## src/rtl/muldiv_seq.sv

```systemverilog
// muldiv_seq: sequential radix-2 multiplier / divider.
//
// One operation at a time. A request is captured in IDLE, BUSY runs 32 iterations
// (shift-add for multiply, restoring shift-subtract for divide) and DONE holds the result
// until the consumer takes it. done_valid rises 33 cycles after the accept edge
// (2 cycles for a divide by zero).
//
// Optional feature macro: MULDIV_SIGNED_EN
//   defined   -> op[1] selects signed MULS / DIVS (magnitude on capture, negate on finish)
//   undefined -> op[1] is ignored and no sign logic exists
//
// Ports:
//   clk, rst_n    clock (rising edge), asynchronous active-low reset
//   start_valid   request strobe, accepted when start_ready is high
//   start_ready   high only in IDLE (and while in reset)
//   op            00 MULU, 01 DIVU, 10 MULS, 11 DIVS
//   x, y          multiplicand/dividend, multiplier/divisor
//   done_valid    result available (DONE state)
//   done_ready    consumer accepts the result
//   result        product low word or quotient
//   result2       product high word or remainder
//   div_by_zero   last divide had y == 0

`timescale 1ns/1ps

module muldiv_seq #(
    parameter int unsigned XLEN = 32
) (
    input  logic            clk,
    input  logic            rst_n,
    input  logic            start_valid,
    output logic            start_ready,
    input  logic [1:0]      op,
    input  logic [XLEN-1:0] x,
    input  logic [XLEN-1:0] y,
    output logic            done_valid,
    input  logic            done_ready,
    output logic [XLEN-1:0] result,
    output logic [XLEN-1:0] result2,
    output logic            div_by_zero
);

    localparam int unsigned W2      = 2 * XLEN;
    localparam logic [5:0]  LastCnt = 6'(XLEN);

    typedef enum logic [1:0] {StIdle, StBusy, StDone} state_e;

    state_e          state_q;
    logic [5:0]      cnt_q;
    // Multiply: {high, low} product, low half initially holds the multiplier.
    // Divide:   {remainder, dividend/quotient}.
    logic [W2-1:0]   acc_q;
    // Multiplicand for multiply, divisor for divide.
    logic [XLEN-1:0] opnd_q;
    logic            is_div_q;
    logic            dbz_q;
`ifdef MULDIV_SIGNED_EN
    logic            neg_lo_q;  // negate product / quotient on finish
    logic            neg_hi_q;  // negate remainder on finish
`endif

    // Operand capture (magnitudes when signed support is compiled in).
    logic [XLEN-1:0] x_mag, y_mag;
`ifdef MULDIV_SIGNED_EN
    logic x_neg, y_neg;
`else
    logic unused_op1;
    assign unused_op1 = op[1];
`endif

    always_comb begin
        x_mag = x;
        y_mag = y;
`ifdef MULDIV_SIGNED_EN
        x_neg = op[1] & x[XLEN-1];
        y_neg = op[1] & y[XLEN-1];
        if (x_neg) x_mag = -x;
        if (y_neg) y_mag = -y;
`endif
    end

    // One iteration of each algorithm.
    logic [XLEN-1:0] mul_addend;
    logic [XLEN:0]   mul_sum;
    logic [W2-1:0]   mul_next;
    logic [XLEN:0]   div_shift;
    logic [XLEN:0]   div_diff;
    logic            div_ge;
    logic [W2-1:0]   div_next;

    always_comb begin
        mul_addend = acc_q[0] ? opnd_q : {XLEN{1'b0}};
        mul_sum    = {1'b0, acc_q[W2-1:XLEN]} + {1'b0, mul_addend};
        mul_next   = {mul_sum, acc_q[XLEN-1:1]};

        // remainder < divisor always holds, so a 33-bit trial cannot overflow and its
        // top bit is the borrow.
        div_shift  = acc_q[W2-1:XLEN-1];
        div_diff   = div_shift - {1'b0, opnd_q};
        div_ge     = ~div_diff[XLEN];
        div_next   = {(div_ge ? div_diff[XLEN-1:0] : div_shift[XLEN-1:0]),
                      acc_q[XLEN-2:0], div_ge};
    end

    // Final values presented on entry to DONE.
    logic [W2-1:0]   fin_prod;
    logic [XLEN-1:0] fin_quo, fin_rem;
    logic [XLEN-1:0] fin_res, fin_res2;

    always_comb begin
        fin_prod = acc_q;
        fin_quo  = acc_q[XLEN-1:0];
        fin_rem  = acc_q[W2-1:XLEN];
`ifdef MULDIV_SIGNED_EN
        if (neg_lo_q) begin
            fin_prod = -acc_q;
            fin_quo  = -acc_q[XLEN-1:0];
        end
        if (neg_hi_q) fin_rem = -acc_q[W2-1:XLEN];
`endif
        if (is_div_q) begin
            fin_res  = dbz_q ? {XLEN{1'b1}} : fin_quo;
            fin_res2 = fin_rem;
        end else begin
            fin_res  = fin_prod[XLEN-1:0];
            fin_res2 = fin_prod[W2-1:XLEN];
        end
    end

    always_ff @(posedge clk or negedge rst_n) begin
        if (!rst_n) begin
            state_q     <= StIdle;
            cnt_q       <= '0;
            acc_q       <= '0;
            opnd_q      <= '0;
            is_div_q    <= 1'b0;
            dbz_q       <= 1'b0;
`ifdef MULDIV_SIGNED_EN
            neg_lo_q    <= 1'b0;
            neg_hi_q    <= 1'b0;
`endif
            start_ready <= 1'b1;
            done_valid  <= 1'b0;
            result      <= '0;
            result2     <= '0;
            div_by_zero <= 1'b0;
        end else begin
            case (state_q)
                StIdle: begin
                    if (start_valid) begin
                        is_div_q    <= op[0];
                        opnd_q      <= op[0] ? y_mag : x_mag;
                        acc_q       <= {{XLEN{1'b0}}, (op[0] ? x_mag : y_mag)};
                        dbz_q       <= 1'b0;
                        cnt_q       <= '0;
`ifdef MULDIV_SIGNED_EN
                        neg_lo_q    <= x_neg ^ y_neg;
                        neg_hi_q    <= op[0] ? x_neg : (x_neg ^ y_neg);
`endif
                        start_ready <= 1'b0;
                        state_q     <= StBusy;
                    end
                end
                StBusy: begin
                    if (cnt_q == LastCnt) begin
                        result      <= fin_res;
                        result2     <= fin_res2;
                        div_by_zero <= dbz_q;
                        done_valid  <= 1'b1;
                        cnt_q       <= '0;
                        state_q     <= StDone;
                    end else if (cnt_q == '0 && is_div_q && opnd_q == '0) begin
                        // Divide by zero: park the dividend in the remainder half, skip
                        // the iterations and finish on the next edge.
                        acc_q <= {acc_q[XLEN-1:0], {XLEN{1'b1}}};
                        dbz_q <= 1'b1;
                        cnt_q <= LastCnt;
                    end else begin
                        acc_q <= is_div_q ? div_next : mul_next;
                        cnt_q <= cnt_q + 6'd1;
                    end
                end
                StDone: begin
                    if (done_ready) begin
                        done_valid  <= 1'b0;
                        start_ready <= 1'b1;
                        state_q     <= StIdle;
                    end
                end
                default: begin
                    done_valid  <= 1'b0;
                    start_ready <= 1'b1;
                    state_q     <= StIdle;
                end
            endcase
        end
    end

endmodule

```

## config.mk

```make
export PLATFORM = sky130hd
export DESIGN_NAME = muldiv_seq
export DESIGN_NICKNAME = d
export VERILOG_FILES = /design/src/rtl/muldiv_seq.sv
export SDC_FILE = /design/constraint.sdc
export NUM_CORES = 1
export LEC_CHECK = 0
export ABC_AREA = 1
export BUFFER_PORTS_ARGS = -buffer_cell sky130_fd_sc_hd__buf_4
export CAP_MARGIN = 0
export CORE_MARGIN = 2
export CORE_UTILIZATION = 40
export DETAILED_ROUTE_END_ITERATION = 7
export PLACE_DENSITY = 0.69
export SLEW_MARGIN = 20
export SYNTH_ARGS = -nofsm -noshare
export SYNTH_HDL_FRONTEND = slang
export SYNTH_SLANG_ARGS = --single-unit
```

## constraint.sdc

```tcl
create_clock -name clk -period 2.4 [get_ports clk]
set_clock_uncertainty 0.05 [all_clocks]
set_input_delay 0.12 -clock clk [delete_from_list [all_inputs] [get_ports clk]]
set_output_delay 0.12 -clock clk [all_outputs]
set_load 0.01 [all_outputs]
```

==> out/metrics.yaml <==
violations: "setup timing"
fp.dieArea_sq_um: 35800
setup.worst_path.start: "acc_q[0]"
finalWirelength_um: 54300
ys_warn_count: 0
timing.final.crit_share_pct: 104
relSlewSlack_pct: 51.9
syn-cell-area_sq_um: 13700
gp_congestion: 1.03
setup_viol: 20
cp-end-kind: "flip-flop"
cp_max_fo: 10
ios: 137
grt_max_degree: 130
rr_startpoint: "acc_q[0]"
portBuffers: 135
ys_top_cells_by_area: "dfrtp_1, nand2_1, inv_1"
htreeDepth: 4
syn_nets: 2258
fmax_mhz: 399
grt_overflow_total: 0
rr_endpoint: "acc_q[58]"
status: "complete, but fails checks"
die_w_um: 189
nets: 2634
grt_usage_pct: 29.3
dp_slack_ps: -210
ys_ff_latch: 173
rsz0062_at_grt: "yes"
clockBufferDepth: 2
area_growth_pct: 42.2
final_common_cell: "nand2_1"
core_area_sq_um: 33600
hpwl_um: 41100
diodes: 0
path_class: "flip-flop to flip-flop"
viasPerCell: 5.38
vias: 15900
rrSetupSlack_ps: -110
grt_first_pass_wirelength_um: 80900
endpoint: "acc_q[58]"
synth_top_area_share_pct: 31.4
drc: 0
design_area_sq_um: 19500
numCtsBuffers: 17
nFillCells: 3020
grt_pass1_vias: 15000
first_pass_iters: 6
die_h_um: 189
synth.avg_cell_area_sq_um: 6.46
synth_cells: 2120
clk_latency_ps: 460
required_ps: 2690
r2r_cells: 13
multi_input_area_sq_um: 8980
drv_slew: 0
fin_crit_ps: 2510
synth.distinct_cells: 43
ant_nets: 0
antenna_found_initial: 1
rows: 67
seq_area_frac_synth_pct: 31.6
place_area_sq_um: 16800
wl_per_cell_um: 18.4
hold_viol_final: 0
worstSetupStartpointType: "flip-flop"
drive_above_1_share_pct: 29.3
cts_tree: "built"
layout_common_cells: "nand2_1, buf_4, inv_1"
worst_pin_slew_ps: 713
hold_class: "input pin to flip-flop"
cts.sinks: 173
seq_area_sq_um: 4350
start_util_pct: 40.8
max_cap_violations: 0
post-route-worst-setup-slack_ps: -106
synth_area_leader_cell: "dfrtp_1"
clock-root-buffer: "clkbuf_16"
cp_data_arrival_time_ps: 2800
clk_pin_slew_ps: 70
drt_iter0_drc: 1461
[logic make-up after synthesis]
| family | after synthesis | share of synthesized area [%] |
|---|---|---|
| compound gates | 409 | 17.3 |
| buf+inv | 434 | 12.4 |
| fa+ha+maj | 68 | 6.32 |
| xor+xnor | 25 | 1.60 |
| flops | 173 | 31.6 |
| simple gates | 1011 | 30.8 |
[stage by stage]
stage	hold slack [ps]	util, %	cells	setup TNS [ps]
after floorplan	-226	-	2120	0
after global placement	32.7	49.9	2849	-2560
after detailed placement	33.6	49.9	2849	-3930
after CTS	2.51	54.2	2934	-297
after global routing	21.8	58.0	2957	-4110
final	5.62	58.0	2957	-836
[registers in the layout (all words and copies together) (netlist names)]
register / flops
acc_q: 64
cnt_q: 6
dbz_q: 1
div_by_zero: 1
done_valid: 1
is_div_q: 1
opnd_q: 32
result: 32
result2: 32
start_ready: 1
state_q: 2
[cell type report]
cell class                      instances  area share [%]
Tap cell                              448            2.88
Sequential cell                       173            22.3
Inverter                              355            6.86
Timing Repair Buffer                  436            18.8
Clock buffer                           19            2.27
Clock inverter                         13           0.790
Multi-Input combinational cell       1513            46.1
[worst max-delay path: stages, from the launching register on]
cell	delay, ps
dfrtp_2	460
buf_12	160
nand2_1	60
inv_1	40
ha_1	340
nand2_1	120
o21ai_0	460
a21oi_1	160
nor2_1	170
nor2_2	60
nand3_1	80
nand3_1	70
nand3_1	100
nand2_1	60
[routing by layer]
metal	share of wire (%)	GRT usage (%)
met1	43	39.8
met2	46	47.5
met3	7.7	3.56
met4	4.1	11.1
met5	0.024	0
[Yosys cell counts (all sizes together)]
library cell / number
nor2: 136
o21ai: 205
o211ai: 33
fa: 2
o22ai: 14
o31ai: 1
o21a: 4
inv: 353
nor3: 12
or2: 1
nand2b: 1
dfstp: 1
a31oi: 31
buf: 30
a21o: 4
ha: 66
nor4: 2
nand3: 132
clkinv: 2
clkbuf: 49
a22o: 1
nand2: 696
nand4: 21
xor2: 7
xnor2: 18
dfrtp: 172
a21oi: 78
o221ai: 31
nand3b: 10
o21bai: 7
[worst min-delay path by stage]
stage                from         end  slack (ps)  cells after the start
floorplan           rst_n    acc_q[0]        -230                      0
global placement    rst_n  result[26]          30                      1
detailed placement  rst_n  result[29]          30                      1
CTS                 x[19]  opnd_q[19]           3                      5
global route         x[4]   opnd_q[4]          20                      5
finish               y[0]   opnd_q[0]           6                      3
[what timing repair did]
action	CTS	global route
resized for setup	82	256
endpoints found under the setup margin	73	73
gates cloned	0	4
buffers inserted	8	19
pin swaps	13	61
hold buffers	45	0
endpoints found under the hold margin	83	0
Power is left out: the tool's default activity adds up to more than one toggle a clock period on the data nets, which glitch-free logic cannot reach.
